[config.mk]
export PLATFORM = sky130hd
export DESIGN_NAME = asic_iopoc_seq
export DESIGN_NICKNAME = d
export VERILOG_FILES = /design/src/rtl/asic_iopoc_pkg.sv /design/src/rtl/asic_iopoc_filt.sv /design/src/rtl/asic_iopoc_seq.sv
export SDC_FILE = /design/constraint.sdc
export NUM_CORES = 1
export LEC_CHECK = 0
export BUFFER_PORTS_ARGS = -buffer_cell sky130_fd_sc_hd__buf_2
export CORE_ASPECT_RATIO = 0.8
export CORE_MARGIN = 1.5
export CORE_UTILIZATION = 45
export DETAILED_ROUTE_END_ITERATION = 8
export GPL_ROUTABILITY_DRIVEN = 0
export GPL_TIMING_DRIVEN = 1
export PLACE_DENSITY = 0.68
export REMOVE_ABC_BUFFERS = 1
export SLEW_MARGIN = 20
export SYNTH_ARGS = -nofsm -noshare
export SYNTH_HDL_FRONTEND = slang
export SYNTH_HIERARCHICAL = 1
export SYNTH_SLANG_ARGS = --single-unit
[constraint.sdc]
create_clock -name clk -period 4.9 [get_ports clk]
set_clock_uncertainty 0.15 [all_clocks]
set_input_delay 0 -clock clk [delete_from_list [all_inputs] [get_ports clk]]
set_output_delay 0 -clock clk [all_outputs]
set_load 0.03 [all_outputs]
[src/rtl/asic_iopoc_pkg.sv]
// Shared types and width helpers for the IO-ring power-on-control sequencer.
package asic_iopoc_pkg;

  typedef enum logic [2:0] {
    ST_IDLE,
    ST_WAIT,
    ST_SETTLE,
    ST_ON,
    ST_FAULT
  } state_e;

  // Wide enough to hold every value from 0 up to and including the timeout.
  function automatic int cnt_width(input int timeout);
    return $clog2(timeout + 1);
  endfunction

  function automatic int idx_width(input int nbanks);
    return (nbanks > 1) ? $clog2(nbanks) : 1;
  endfunction

endpackage

[src/rtl/asic_iopoc_filt.sv]
// Single-bit 2-flop synchroniser for one vddio level detector, followed by an
// optional glitch filter compiled in with ASIC_IOPOC_FILTER_EN.
module asic_iopoc_filt #(
  parameter int FILT = 4
) (
  input  logic i_clk,
  input  logic i_nreset,
  input  logic i_async,
  output logic o_good
);

  logic r_meta;
  logic r_sync;

  if (FILT < 1) begin : g_filt_check
    $error("asic_iopoc_filt: FILT must be at least 1");
  end

  always_ff @(posedge i_clk or negedge i_nreset) begin
    if (!i_nreset) begin
      r_meta <= 1'b0;
      r_sync <= 1'b0;
    end else begin
      r_meta <= i_async;
      r_sync <= r_meta;
    end
  end

`ifdef ASIC_IOPOC_FILTER_EN
  localparam int FW = (FILT > 1) ? $clog2(FILT) : 1;

  logic [FW-1:0] r_run;
  logic          r_filt;

  // r_run counts consecutive samples that disagree with the current output;
  // the output flips on the FILT-th such sample.
  always_ff @(posedge i_clk or negedge i_nreset) begin
    if (!i_nreset) begin
      r_run  <= '0;
      r_filt <= 1'b0;
    end else if (r_sync == r_filt) begin
      r_run  <= '0;
    end else if (r_run == FW'(FILT - 1)) begin
      r_run  <= '0;
      r_filt <= r_sync;
    end else begin
      r_run  <= r_run + 1'b1;
    end
  end

  assign o_good = r_filt;
`else
  assign o_good = r_sync;
`endif

endmodule

[src/rtl/asic_iopoc_seq.sv]
// IO-ring POC sequencer: releases pad banks one at a time once each vddio is
// good and settled. Optional glitch filter: define ASIC_IOPOC_FILTER_EN.
module asic_iopoc_seq
  import asic_iopoc_pkg::*;
#(
  parameter int NBANKS  = 4,
  parameter int SETTLE  = 16,
  parameter int TIMEOUT = 1024,
  parameter int FILT    = 4
) (
  input  logic                         clk,
  input  logic                         nreset,
  input  logic                         en,
  input  logic [NBANKS-1:0]            vddio_good,
  output logic [NBANKS-1:0]            poc,
  output logic                         ready,
  output logic                         fault,
  output logic [idx_width(NBANKS)-1:0] fault_bank
);

  localparam int IW = idx_width(NBANKS);
  localparam int CW = cnt_width(TIMEOUT);
  localparam logic [IW-1:0] LAST_IDX    = IW'(NBANKS - 1);
  localparam logic [CW-1:0] CNT_SETTLE  = CW'(SETTLE);
  localparam logic [CW-1:0] CNT_TIMEOUT = CW'(TIMEOUT);
  localparam logic [CW-1:0] CNT_ONE     = CW'(1);

  if (NBANKS < 1 || NBANKS > 16 || SETTLE < 1 || TIMEOUT <= SETTLE) begin : g_param_check
    $error("asic_iopoc_seq: illegal NBANKS/SETTLE/TIMEOUT combination");
  end

  function automatic logic [IW-1:0] lowest_set(input logic [NBANKS-1:0] v);
    logic [IW-1:0] r;
    r = '0;
    for (int i = NBANKS - 1; i >= 0; i--) begin
      if (v[i]) r = IW'(i);
    end
    return r;
  endfunction

  logic [NBANKS-1:0] w_good_s;

  for (genvar g = 0; g < NBANKS; g++) begin : g_bank
    asic_iopoc_filt #(
      .FILT(FILT)
    ) u_filt (
      .i_clk   (clk),
      .i_nreset(nreset),
      .i_async (vddio_good[g]),
      .o_good  (w_good_s[g])
    );
  end

  state_e            r_state;
  logic [IW-1:0]     r_idx;
  logic [CW-1:0]     r_cnt;
  logic [NBANKS-1:0] r_poc;
  logic              r_ready;
  logic              r_fault;
  logic [IW-1:0]     r_fault_bank;

  state_e            w_state_nxt;
  logic [IW-1:0]     w_idx_nxt;
  logic [CW-1:0]     w_cnt_nxt;
  logic [NBANKS-1:0] w_poc_nxt;
  logic              w_ready_nxt;
  logic              w_fault_nxt;
  logic [IW-1:0]     w_fault_bank_nxt;
  logic              w_go_fault;
  logic [IW-1:0]     w_go_fault_idx;

  // A released bank (poc low) whose supply is no longer good is a power loss.
  logic [NBANKS-1:0] w_lost;
  logic              w_cur_good;

  assign w_lost     = ~w_good_s & ~r_poc;
  assign w_cur_good = w_good_s[r_idx];

  always_comb begin
    w_state_nxt      = r_state;
    w_idx_nxt        = r_idx;
    w_cnt_nxt        = r_cnt;
    w_poc_nxt        = r_poc;
    w_ready_nxt      = 1'b0;
    w_fault_nxt      = r_fault;
    w_fault_bank_nxt = r_fault_bank;
    w_go_fault       = 1'b0;
    w_go_fault_idx   = '0;

    // Dropping en overrides every other event, including a same-cycle fault.
    if (!en) begin
      w_state_nxt = ST_IDLE;
      w_idx_nxt   = '0;
      w_cnt_nxt   = '0;
      w_poc_nxt   = '1;
      if (r_state == ST_FAULT) w_fault_nxt = 1'b0;
    end else begin
      case (r_state)
        ST_IDLE: begin
          w_poc_nxt = '1;
          if (!r_fault) begin
            w_state_nxt = ST_WAIT;
            w_idx_nxt   = '0;
            w_cnt_nxt   = '0;
          end
        end

        ST_WAIT: begin
          if (|w_lost) begin
            w_go_fault     = 1'b1;
            w_go_fault_idx = lowest_set(w_lost);
          end else if (w_cur_good) begin
            w_state_nxt = ST_SETTLE;
            w_cnt_nxt   = CNT_SETTLE;
          end else if (r_cnt == CNT_TIMEOUT) begin
            w_go_fault     = 1'b1;
            w_go_fault_idx = r_idx;
          end else begin
            w_cnt_nxt = r_cnt + 1'b1;
          end
        end

        ST_SETTLE: begin
          if (|w_lost) begin
            w_go_fault     = 1'b1;
            w_go_fault_idx = lowest_set(w_lost);
          end else if (!w_cur_good) begin
            w_state_nxt = ST_WAIT;
            w_cnt_nxt   = '0;
          end else if (r_cnt <= CNT_ONE) begin
            w_cnt_nxt        = '0;
            w_poc_nxt[r_idx] = 1'b0;
            if (r_idx == LAST_IDX) begin
              w_state_nxt = ST_ON;
            end else begin
              w_state_nxt = ST_WAIT;
              w_idx_nxt   = r_idx + 1'b1;
            end
          end else begin
            w_cnt_nxt = r_cnt - 1'b1;
          end
        end

        ST_ON: begin
          if (|w_lost) begin
            w_go_fault     = 1'b1;
            w_go_fault_idx = lowest_set(w_lost);
          end else begin
            w_ready_nxt = 1'b1;
          end
        end

        ST_FAULT: begin
          w_poc_nxt = '1;
        end

        default: begin
          w_state_nxt = ST_IDLE;
          w_poc_nxt   = '1;
        end
      endcase

      if (w_go_fault) begin
        w_state_nxt      = ST_FAULT;
        w_poc_nxt        = '1;
        w_ready_nxt      = 1'b0;
        w_fault_nxt      = 1'b1;
        w_fault_bank_nxt = w_go_fault_idx;
        w_cnt_nxt        = '0;
      end
    end
  end

  always_ff @(posedge clk or negedge nreset) begin
    if (!nreset) begin
      r_state      <= ST_IDLE;
      r_idx        <= '0;
      r_cnt        <= '0;
      r_poc        <= '1;
      r_ready      <= 1'b0;
      r_fault      <= 1'b0;
      r_fault_bank <= '0;
    end else begin
      r_state      <= w_state_nxt;
      r_idx        <= w_idx_nxt;
      r_cnt        <= w_cnt_nxt;
      r_poc        <= w_poc_nxt;
      r_ready      <= w_ready_nxt;
      r_fault      <= w_fault_nxt;
      r_fault_bank <= w_fault_bank_nxt;
    end
  end

  assign poc        = r_poc;
  assign ready      = r_ready;
  assign fault      = r_fault;
  assign fault_bank = r_fault_bank;

endmodule

# ---- Yosys cells after proc, flatten, opt, wreduce, memory -nomap -nowiden
# Index checks and enable logic that the tools add are counted.
dict set report op_classes {
  bitwise_logic 5
  n_addsub 3
  magnitude_cmp 3
  n_mux 59
  n_reduce_logical 13
  eq_ne 24
}
# operator count
set ops {}
lappend ops {{2-to-1 mux 11 bit} 9}
lappend ops {{case mux 11 bit (3 select lines)} 1}
lappend ops {{2-to-1 mux 2 bit} 15}
lappend ops {{2-to-1 mux 3 bit} 8}
lappend ops {{inequality test 4 bit, second input constant} 6}
lappend ops {{2-to-1 mux 4 bit} 5}
lappend ops {{inequality test 3 bit, second input constant} 5}
lappend ops {{2-to-1 mux 1 bit} 14}
lappend ops {{NOT 4 bit} 3}
lappend ops {{case mux 3 bit (4 select lines)} 1}
lappend ops {{AND reduction 6 bit} 2}
lappend ops {{adder 11 x 1 -> 11 bit, second input constant} 1}
lappend ops {{== test 11 bit, second input constant} 1}
lappend ops {{<= comparator 11 x 1 -> 1 bit, second input constant} 1}
lappend ops {{subtractor 11 x 1 -> 11 bit, second input constant} 1}
lappend ops {{inequality test 5 bit, second input constant} 2}
lappend ops {{bitwise AND 4 bit} 2}
lappend ops {{case mux 2 bit (2 select lines)} 2}
lappend ops {{case mux 4 bit (2 select lines)} 1}
lappend ops {{== test 3 x 2 -> 1 bit, second input constant} 2}
lappend ops {{inequality test 3 x 2 -> 1 bit, second input constant} 2}
lappend ops {{OR reduction 2 bit} 3}
lappend ops {{inequality test 5 x 1 -> 1 bit, second input constant} 1}
lappend ops {{AND reduction 5 bit} 1}
lappend ops {{17 further kinds} 18}
dict set report totals {
  reg_bits 32
  in_bits 7
  wordCells 122
}

# ---- Logic depth before layout (Yosys ltp)
# Gate-level depths: netlist of the first run.
dict set report logic_depth {
  word_depth 12
  ltp_mapped 8
}

# ---- Cells and area by module
# The synthesis of the first run kept the hierarchy.
# mod instances cells_per_inst seq_area_each_um2 area_each_um2
set by_module_without_submodules {}
lappend by_module_without_submodules {asic_iopoc_seq 1 204 605.6 1788.0}
lappend by_module_without_submodules {asic_iopoc_filt 4 2 50.0 50.0}

# ---- Least setup slack after synthesis of the first run
# OpenSTA, ideal clock, no wires.
dict set report synth_timing {
  path_type {reg2reg}
  startpoint {register r_idx[0]}
  endpoint {register r_cnt[10]}
  path_stages_with_launch 7
  path_slack_ps 2598
  setup_ps 122
  t_arrival_ps 2031
  required_time_ps 4628
  n_path_buf 1
  synth_period_minus_slack_ps 2302
  path_cell_list {dfrtp_1 -> mux4_2 -> and4b_4 -> and2_4 -> buf_6 -> a221o_1 -> a32o_1}
}
dict set report synth_via {
  elab_chain_cells 8
}
# element line
set synth_rtl {}
lappend synth_rtl {{start: declaration} asic_iopoc_seq.sv:55} ;# logic [IW-1:0] r_idx;
lappend synth_rtl {{start signal: assignment} asic_iopoc_seq.sv:185} ;# r_idx <= w_idx_nxt;
lappend synth_rtl {{binary-select mux 1 bit (select 2 bit) (*)} asic_iopoc_seq.sv:77} ;# assign w_cur_good = w_good_s[r_idx];
lappend synth_rtl {{2-to-1 mux 1 bit (not written as such) (*)} asic_iopoc_seq.sv:77}
lappend synth_rtl {{2-to-1 mux 1 bit} asic_iopoc_seq.sv:112} ;# end else if (w_cur_good) begin
lappend synth_rtl {{2-to-1 mux 1 bit} asic_iopoc_seq.sv:109} ;# if (|w_lost) begin
lappend synth_rtl {{case mux 1 bit (2 select lines)} asic_iopoc_seq.sv:98} ;# case (r_state)
lappend synth_rtl {{2-to-1 mux 1 bit} asic_iopoc_seq.sv:91} ;# if (!en) begin
lappend synth_rtl {{inequality test 5 x 1 -> 1 bit (no line), or another cell as far along} -}
lappend synth_rtl {{AND reduction 5 bit (no line) or 2-to-1 mux 11 bit (tied branches)} -}
lappend synth_rtl {{end signal: assignment} asic_iopoc_seq.sv:186} ;# r_cnt <= w_cnt_nxt;
lappend synth_rtl {{end: declaration} asic_iopoc_seq.sv:56} ;# logic [CW-1:0] r_cnt;
# Mark *: on every way between the ends. The rest lies on a longest branch, timed or not. The select of a mux whose other input is x is not followed.
# A chain may end at the register's enable or synchronous reset.

# ---- Final worst setup path of the first run
dict set report layout_timing {
  startpoint {register r_state[0]}
  endpoint {register r_cnt[3]}
}
dict set report layout_via {
  elab_chain_cells 6
}
# element line
set layout_rtl {}
lappend layout_rtl {{start: declaration} asic_iopoc_seq.sv:54} ;# state_e r_state;
lappend layout_rtl {{start signal: assignment} asic_iopoc_seq.sv:184} ;# r_state <= w_state_nxt;
lappend layout_rtl {{== test 3 x 2 -> 1 bit} asic_iopoc_seq.sv:98}
lappend layout_rtl {{OR reduction 2 bit (no line)} -}
lappend layout_rtl {{case mux 1 bit (2 select lines)} asic_iopoc_seq.sv:98}
lappend layout_rtl {{2-to-1 mux 1 bit} asic_iopoc_seq.sv:91}
lappend layout_rtl {{inequality test 5 x 1 -> 1 bit (no line), or another cell as far along} -}
lappend layout_rtl {{AND reduction 5 bit (no line) or 2-to-1 mux 11 bit (tied branches)} -}
# Several ways; a longest one is shown, not always the timed one. The select of a mux whose other input is x is not followed.

==> results of run 1 <==
==> sequential cells by signal, summed over array words and instances, names as in the netlist <==
| register | count |
|---|---|
| r_cnt | 11 |
| r_state | 3 |
| r_idx | 2 |
| poc | 4 |
| g_bank.u_filt/r_meta | 4 |
| g_bank.u_filt/o_good | 4 |
| ready | 1 |
| fault | 1 |
| fault_bank | 2 |
==> worst paths after layout <==
check                                              from                      end  slack (ns)  cells after the start
worst max-delay path                         r_state[0]                 r_cnt[3]        2.10                      5
worst min-delay path                             nreset                 r_cnt[7]        0.15                      2
worst max register to register               r_state[0]                 r_cnt[3]        2.10                      5
worst min register to register  g_bank[1].u_filt/r_meta  g_bank[1].u_filt/o_good        0.20                      0
max in group asynchronous                        nreset                 r_cnt[6]        3.99                      2
min in group clk                g_bank[1].u_filt/r_meta  g_bank[1].u_filt/o_good        0.20                      0
==> cells by family (layout without fill, tap and decap cells) <==
family | after synthesis | count (layout) | share of synthesized area
AOI/OAI and AO/OA | 66 | 66 | 0.2694
xor gates and xnor gates | 1 | 1 | 0.004406
adders and majority gates | 7 | 7 | 0.04405
buffers and inverters | 28 | 40 | 0.05726
DFF | 32 | 32 | 0.4053
muxes | 7 | 7 | 0.04342
and+or+nand+nor | 71 | 71 | 0.1762
==> cell type report <==
cell class	count	area, um^2
tap	57	71.32
sequential	32	805.8
multi-input combinational	152	1069
inverter	12	45.04
timing repair buffer	20	130.1
fill	375	1957
clock inverter	1	30.03
clock buffer	7	96.34
==> metal layers <==
metal,wire length [um],vias to the layer above
li1,-,823
met1,2377,847
met2,1912,75
met3,289,7
met4,71,0
met5,0,-
==> per-stage QoR <==
stage | utilization | setup slack (ns) | total power [mW]
global placement | 0.4902 | 2.325 | 0.7276
finish | 0.5345 | 2.103 | 1.022
global route | 0.5345 | 2.000 | 1.080
CTS | 0.5345 | 2.162 | 1.018
floorplan | - | 2.572 | 0.6323
detailed placement | 0.4902 | 2.175 | 0.7316
==> repair_timing <==
item | in CTS | in global routing
endpoints found under the hold margin | 39 | 0
resized for setup | 0 | 0
hold buffers | 6 | 0
==> power groups by stage <==
stage                     combinational, mW  sequential (mW)  clock [mW]
final                                 0.376            0.365       0.281
after floorplan                       0.262            0.371           0
after global placement                0.363            0.365           0
after global routing                  0.413            0.371       0.296
after CTS                             0.370            0.362       0.286
after detailed placement              0.364            0.367           0
==> Yosys cell counts (2+ instances only) <==
cell type,n,share of area
mux2i_1,3,0.015
o2111ai_1,2,0.0088
nor4_1,2,0.0063
clkbuf_1,14,0.026
a22o_1,2,0.0088
o41ai_1,4,0.018
nor3_1,8,0.020
o21a_1,2,0.0075
o21ai_0,7,0.018
and3_1,4,0.013
o22ai_1,2,0.0063
mux2_2,3,0.017
a21oi_1,7,0.018
nor2b_1,2,0.0063
nand2b_1,2,0.0063
nand3_1,7,0.018
nor2_1,16,0.030
dfrtp_1,28,0.35
o31ai_1,2,0.0075
nand2_1,21,0.040
a32o_1,8,0.040
a221o_1,6,0.030
a311oi_1,2,0.0088
dfstp_2,4,0.053
o221ai_1,6,0.026
inv_1,12,0.023
o32ai_1,2,0.0088
ha_1,7,0.044
==> results by group, run 1 <==
Setup path
  • CP Capture Type: register
  • Buf/Inv on CP: 0
  • Crit path kind: reg -> reg
  • Setup crit start kind: register
  • Critical path's top delay family: simple AND/OR/NAND/NOR gates
  • CP Data Required Time: 4.98 ns
  • Slowest stage delay, CP: 0.68 ns
  • CP cell instances: or3b_2 > nor2_1 > nand2_1 > a2111oi_0 > a311o_1
  • WP data arrival: 2.88 ns
  • Crit path max fanout: 13
  • Crit path max-delay cell type: nor2_1

Power
  • Clock Power Share: 0.275
  • Internal power: 625.4 uW
  • Switching Share: 0.3879
  • Switching power: 396.3 uW
  • P_leak: 0.9387 nW
  • Worst vdd rail ir drop: 0.2285 mV
  • Sequential power share: 0.357
  • PD cells: 454.7 mW/mm^2
  • Combinational Power Share: 0.368

CTS
  • Num CTS Buffers: 5
  • H-tree levels: 2
  • CTS max path bufs: 2
  • Clk sinks: 32
  • Clock-pin slew on the worst setup and hold paths: 0.07 ns
  • Root Driver: clkbuf_8
  • Post-CTS Repair Setup Buffers: 0
  • Worst skew pair latency: 0.30 ns
  • CTS tree: yes

Detailed routing
  • Post-Route WL: 4.650 mm
  • Via density: 6.235
  • First DRT Iteration DRCs: 186
  • Final ANT Viol Nets: 0
  • First-pass DRT Iterations: 5
  • Via count of the routed design: 1752
  • Wire per inst: 16.55 um
  • DRC errors left: 0

Finish
  • Area growth from synthesis to layout: 13.03%
  • Final Non-Filler Cells: 281
  • Final instance area: 0.002247 mm^2
  • Most frequent cells in the layout: dfrtp_1, nand2_1, nor2_1, buf_2, inv_1
  • Commonest non-fill, non-tap cell in the layout: dfrtp_1
  • Final nets: 237
  • Share of cells above drive strength 1: 0.1607
  • N_diodes: 0

GRT
  • Met1 global-route usage: 0.3327
  • GR Util met2: 0.2500
  • Antenna violations before repair: 0
  • Largest net degree at the start of global routing: 33
  • Most Used Layer, Global Route: met1
  • GRT Util Overall: 0.2032
  • Grt ovf: 0
  • GR Util met3: 0.04088
  • Vias in the first global route: 1492
  • First-pass GRT wire length: 7.576 mm

Synth
  • Post-synth EDFFs: 0
  • Yosys synthesis warning count: 6
  • Sequential element share of the synthesized area: 0.4053
  • Cells after Synth: 212
  • Post-synthesis cell area: 0.001988 mm^2
  • Yosys reg bits: 32
  • Netlist cell types: 55
  • Post-synth top flop: dfrtp_1
  • FFs w/ async S/R, synth: 1.000
  • Avg Inst Size Synth: 9.378 um^2

Floorplanning
  • Chip width: 77.32 um
  • I/O pin total: 15
  • Core area: 0.004204 mm^2
  • Chip Height: 62.45 um
  • Die area: 0.004828 mm^2
  • FP Rows: 21
  • Initial core utilization: 0.4729

STA
  • Pins Over Slew Limit: 0
  • Worst-case hold slack: 0.1525 ns
  • Maximum clock rate: 357.5 MHz
  • Final Hold Vio Count: 0
  • Endpoints failing setup: 0
  • Setup TNS: 0 ns
  • Period utilisation layout: 0.5708
  • Worst slew pin tran: 0.8371 ns
  • Tmin final: 2.797 ns
  • RSZ-0062 raised after global routing: false
  • Rel. slew slack: 0.4398

Run status
  • Status: finished, final reports clean

Place
  • Buffers on Ports: 14
  • DP Area: 0.002061 mm^2
  • Placed cell count: 267
  • DP HPWL: 3.180 mm

Min path
  • Min-Delay Path Class: in -> async

Job
  • Maxcap violations: 0
No activity file was read; power rests on OpenSTA's default activity.
==> run 2: changes to the inputs <==
clock period = 2.9 ns   (was 4.9 ns; I/O delays follow)
==> run 2 against run 1 <==
  * Fmax is 10% higher
  * Non-clock buffer count increased by 6
  * First-iteration DRC count down 6.5%
  * Power increased by 67%
  * Core utilization increased by 0.71 points
  * Sequential cell count unchanged
  * Worst setup slack got worse by 1.7 ns
  * Via count hardly changed
  * Clock power is 53% higher
  * Highest routed layer unchanged
==> results by group, run 2 (synthesis gave the netlist of run 1 again) <==
Run status
  • Status: finished, final reports clean

Finish
  • Most frequent cells in the layout: dfrtp_1, nand2_1, nor2_1, buf_2, inv_1
  • Max reg flops: 11 (unchanged)
  • Final instance area: 0.002277 mm^2 (+1.3%)
  • Most flops, register: r_cnt
  • N_diodes: 0 (unchanged)
  • Final nets: 243 (+2.5%)
  • Share of cells above drive strength 1: 0.1826 (+0.02189)
  • Area growth from synthesis to layout: 14.54%
  • Final Non-Filler Cells: 287 (+2.1%)
  • Commonest non-fill, non-tap cell in the layout: dfrtp_1

STA
  • Pins Over Slew Limit: 0 (unchanged)
  • Worst slew pin tran: 0.6987 ns (-0.1384 ns)
  • Endpoints failing setup: 0 (unchanged)
  • Tmin final: 2.540 ns (-0.2565 ns)
  • Maximum clock rate: 393.6 MHz (+10%)
  • Rel. slew slack: 0.5342 (+0.09434)
  • RSZ-0062 raised after global routing: false
  • Setup TNS: 0 ns (unchanged)
  • Final Hold Vio Count: 0 (unchanged)
  • Period utilisation layout: 0.8760 (+0.3052)

GRT
  • Largest net degree at the start of global routing: 33 (unchanged)
  • Vias in the first global route: 1689 (+13%)
  • Antenna violations before repair: 0 (unchanged)
  • GRT Util Overall: 0.2116 (+0.008453)
  • First-pass GRT wire length: 8.100 mm (+6.9%)
  • Grt ovf: 0 (unchanged)

CTS
  • Num CTS Buffers: 5 (unchanged)
  • CTS tree: yes
  • PostCTS Resize Cnt: 0 (unchanged)
  • Clk sinks: 32 (unchanged)
  • H-tree levels: 2 (unchanged)
  • CTS max path bufs: 2 (unchanged)
  • Worst skew pair latency: 0.29 ns (about the same)
  • Post-CTS Repair Setup Buffers: 0 (unchanged)
  • Clock-pin slew on the worst setup and hold paths: 0.07 ns (about the same)
  • Hold_buf cts: 6 (unchanged)
  • Root Driver: clkbuf_8

Setup path
  • Crit path max fanout: 9 (-4)
  • Critical path's top delay family: compound AO/OA/AOI/OAI gates
  • Buf/Inv on CP: 0 (unchanged)
  • Start of the worst register-to-register path: r_idx[0]
  • CP Capture Type: register
  • Crit path max-delay cell type: mux4_2
  • Setup crit start kind: register
  • Crit path kind: reg -> reg
  • CP Data Required Time: 2.92 ns (-2.06 ns)
  • CP cell instances: mux4_2 > or2_1 > o21ai_2 > nor2_1 > a311o_1
  • CP startpoint: r_idx[0]
  • Slowest stage delay, CP: 0.59 ns (-0.09 ns)
  • WP data arrival: 2.56 ns (-0.32 ns)

Power
  • Switching Share: 0.3960 (+0.008064)
  • Sequential power share: 0.343 (-0.014)
  • PD cells: 751.2 mW/mm^2 (+65%)
  • Combinational Power Share: 0.405 (+0.037)
  • P_leak: 0.9578 nW (+2.0%)
  • Worst vdd rail ir drop: 0.3703 mV (+62%)
  • Clock Power Share: 0.252 (-0.023)
  • Switching power: 677.4 uW (+71%)
  • Internal power: 1.033 mW (+65%)

Job
  • Maxcap violations: 0 (unchanged)

Detailed routing
  • Wire per inst: 16.11 um (-2.6%)
  • First DRT Iteration DRCs: 174 (-6.5%)
  • Via density: 6.108 (-2.0%)
  • Final ANT Viol Nets: 0 (unchanged)
  • Post-Route WL: 4.624 mm (-0.56%)
  • Via count of the routed design: 1753 (+0.057%)
  • First-pass DRT Iterations: 5 (unchanged)
  • DRC errors left: 0 (unchanged)

Place
  • DP Area: 0.002106 mm^2 (+2.2%)
  • Buffers on Ports: 14 (unchanged)
  • Placed cell count: 273 (+2.2%)
  • DP HPWL: 3.212 mm (+0.99%)

Floorplanning
  • Chip Height: 62.45 um (unchanged)
  • Chip width: 77.32 um (unchanged)
  • I/O pin total: 15 (unchanged)
  • Core area: 0.004204 mm^2 (unchanged)
  • FP Rows: 21 (unchanged)
  • Die area: 0.004828 mm^2 (unchanged)
  • Initial core utilization: 0.4729 (unchanged)

Min path
  • Min-Delay Path Class: in -> async
==> run 2: power groups by stage <==
stage          clock (mW)  combinational [mW]  sequential [mW]
2_1_floorplan           0               0.442            0.626
3_3_place_gp            0               0.674            0.592
3_5_place_dp            0               0.674            0.594
4_1_cts             0.437               0.684            0.586
5_1_grt             0.456               0.768            0.600
6_report            0.431               0.693            0.587
==> run 2: metrics by stage <==
step	hold slack, ns	utilization	worst slack (ns)	power, mW
after global routing	0.2029	0.5417	0.1303	1.825
after floorplan	-0.4456	-	0.5715	1.068
after detailed placement	-0.05412	0.5009	0.4032	1.267
after global placement	-0.05849	0.5009	0.4575	1.266
final	0.1462	0.5417	0.3596	1.711
after CTS	0.1723	0.5417	0.3891	1.707
==> run 2: layer usage <==
metal / vias up / GRT usage / wire, um
met2: 67 / 0.3015 / 1971
met1: 840 / 0.3187 / 2332
met4: 0 / 0.07500 / 39
met5: - / 0 / 0
met3: 5 / 0.04088 / 281
li1: 841 / - / -
==> run 2: final timing paths <==
kind | endpoint | depth (start not counted) | slack, ns
max in group asynchronous | r_cnt[6] | 2 | 2.00
worst max-delay path | r_cnt[3] | 5 | 0.36
worst min register to register | g_bank[0].u_filt/o_good | 0 | 0.20
worst max register to register | r_cnt[3] | 5 | 0.36
worst min-delay path | fault_bank[1] | 2 | 0.15
min in group clk | g_bank[0].u_filt/o_good | 0 | 0.20
==> run 2: layout make-up <==
class                           count  area (um^2)
Clock buffer                        5        68.82
Clock inverter                      3        42.54
Fill cell                         405         1927
Inverter                           12        45.04
Multi-Input combinational cell    152         1069
Sequential cell                    32        805.8
Tap cell                           57        71.32
Timing Repair Buffer               26        175.2
==> run 3: changes to the inputs <==
CTS_BUF_LIST = sky130_fd_sc_hd__clkbuf_2   (was default)
==> run 3 against run 2 <==
  * Fmax grew 0.77%
  * Combinational power is essentially flat
  * Final cell count is the same
  * Via count grew 0.97%
  * Register-to-register slack gained 0.02 ns
  * Non-clock buffer count is the same
  * Core utilization shrank 1.0 points
  * Largest cell class unchanged
==> results by group, run 3 (synthesis gave the netlist of run 1 again) <==
Setup path
  • Crit path kind: reg -> reg
  • Slowest stage delay, CP: 0.59 ns (about the same)
  • WP data arrival: 2.66 ns (+0.10 ns)
  • CP Capture Type: register
  • CP Data Required Time: 3.04 ns (+0.12 ns)
  • Crit path max-delay cell type: mux4_2
  • Crit path max fanout: 9 (unchanged)
  • Setup crit start kind: register
  • CP cell instances: mux4_2 > or2_1 > o21ai_2 > nor2_1 > a311o_1

Floorplanning
  • Chip width: 77.32 um (unchanged)
  • I/O pin total: 15 (unchanged)
  • Die area: 0.004828 mm^2 (unchanged)
  • Core area: 0.004204 mm^2 (unchanged)
  • FP Rows: 21 (unchanged)
  • Chip Height: 62.45 um (unchanged)
  • Initial core utilization: 0.4729 (unchanged)

STA
  • Maximum clock rate: 396.7 MHz (+0.77%)
  • Worst slew pin tran: 0.7079 ns (+0.009210 ns)
  • RSZ-0062 raised after global routing: false
  • Setup TNS: 0 ns (unchanged)
  • Endpoints failing setup: 0 (unchanged)
  • Final Hold Vio Count: 0 (unchanged)
  • Rel. slew slack: 0.5263 (-0.007883)
  • Tmin final: 2.521 ns (-0.01940 ns)
  • Period utilisation layout: 0.8693 (-0.006690)
  • Pins Over Slew Limit: 0 (unchanged)

Finish
  • Max reg flops: 11 (unchanged)
  • Commonest non-fill, non-tap cell in the layout: dfrtp_1
  • Final nets: 243 (unchanged)
  • N_diodes: 0 (unchanged)
  • Most flops, register: r_cnt
  • Filler cell count: 406 (+0.25%)
  • Share of cells above drive strength 1: 0.1826 (unchanged)
  • Area growth from synthesis to layout: 12.33%
  • Most frequent cells in the layout: dfrtp_1, nand2_1, nor2_1, buf_2, inv_1

Job
  • Maxcap violations: 0 (unchanged)

CTS
  • Num CTS Buffers: 5 (unchanged)
  • Hold_buf cts: 6 (unchanged)
  • Clock-pin slew on the worst setup and hold paths: 0.20 ns (+0.13 ns)
  • Worst skew pair latency: 0.39 ns (+0.10 ns)
  • Root Driver: clkbuf_2
  • Clk sinks: 32 (unchanged)
  • CTS tree: yes
  • Post-CTS Repair Setup Buffers: 0 (unchanged)
  • PostCTS Resize Cnt: 0 (unchanged)
  • H-tree levels: 2 (unchanged)
  • CTS max path bufs: 2 (unchanged)

GRT
  • Most Used Layer, Global Route: met1
  • Largest net degree at the start of global routing: 33 (unchanged)
  • GRT Util Overall: 0.2104 (-0.001252)
  • Met1 global-route usage: 0.3102 (-0.008435)
  • GR Util met2: 0.3026 (+0.001096)
  • Vias in the first global route: 1693 (+0.24%)
  • GR Util met3: 0.04526 (+0.004380)
  • Antenna violations before repair: 0 (unchanged)
  • First-pass GRT wire length: 8.004 mm (-1.2%)
  • Grt ovf: 0 (unchanged)

Run status
  • Status: finished, final reports clean

Power
  • Overall power: 1.593 mW (-6.9%)
  • PD cells: 713.3 mW/mm^2 (-5.1%)
  • Worst vdd rail ir drop: 0.3361 mV (-9.3%)
  • P_leak: 0.9427 nW (-1.6%)

Detailed routing
  • Via count of the routed design: 1770 (+0.97%)
  • Via density: 6.167 (+0.97%)
  • DRC errors left: 0 (unchanged)
  • First DRT Iteration DRCs: 170 (-2.3%)
  • Final ANT Viol Nets: 0 (unchanged)
  • First-pass DRT Iterations: 5 (unchanged)
  • Post-Route WL: 4.642 mm (+0.39%)
  • Wire per inst: 16.17 um (+0.39%)

Place
  • DP HPWL: 3.212 mm (unchanged)
  • Buffers on Ports: 14 (unchanged)

Min path
  • Min-Delay Path Class: in -> async
## run 3: worst paths after layout
check	startpoint	endpoint	slack, ns	cells past startpoint
setup reg to reg	r_idx[0]	r_cnt[3]	0.38	5
max in group asynchronous	nreset	g_bank[1].u_filt/o_good	2.12	2
setup / recovery	r_idx[0]	r_cnt[3]	0.38	5
min in group clk	vddio_good[1]	g_bank[1].u_filt/r_meta	0.11	2
hold / removal	nreset	r_cnt[4]	0.01	2
hold reg to reg	g_bank[0].u_filt/r_meta	g_bank[0].u_filt/o_good	0.22	0
## run 3: cell type report
cell class | instances | area [um^2] | share of cell area
Clock buffer | 5 | 25.02 | 0.01120
Clock inverter | 3 | 42.54 | 0.01905
Inverter | 12 | 45.04 | 0.02017
Multi-Input combinational cell | 152 | 1069 | 0.4784
Sequential cell | 32 | 805.8 | 0.3608
Tap cell | 57 | 71.32 | 0.03193
Timing Repair Buffer | 26 | 175.2 | 0.07843
## run 3: worst max-delay path, delay by kind of cell (launching register included)
family / cells / cell delay [ns]
and+or+nand+nor: 2 / 0.61
AOI/OAI and AO/OA: 2 / 0.62
muxes: 1 / 0.59
DFF: 1 / 0.48
## run 3: through the flow
stage	instance area [um^2]	setup slack [ns]	hold slack [ns]	utilization	instances
final	2233	0.3790	0.01448	0.5313	287
after global routing	2233	0.1301	0.06513	0.5313	287
after CTS	2233	0.3879	0.02912	0.5313	287
after detailed placement	2106	0.4032	-0.05412	0.5009	273
after global placement	2106	0.4575	-0.05849	0.5009	273
after floorplan	1919	0.5715	-0.4456	-	196
## run 3: per-layer routing
metal	vias to the layer above	routed length, um
met5	-	0
li1	843	-
met1	864	2370
met4	0	40
met3	5	242
met2	58	1988
## run 3: report_power, final
part	total (mW)	leakage, nW	internal, mW	switching, mW
registers	0.588	0.410	0.505	0.0826
clock network	0.310	0.0390	0.144	0.166
logic	0.695	0.494	0.274	0.421
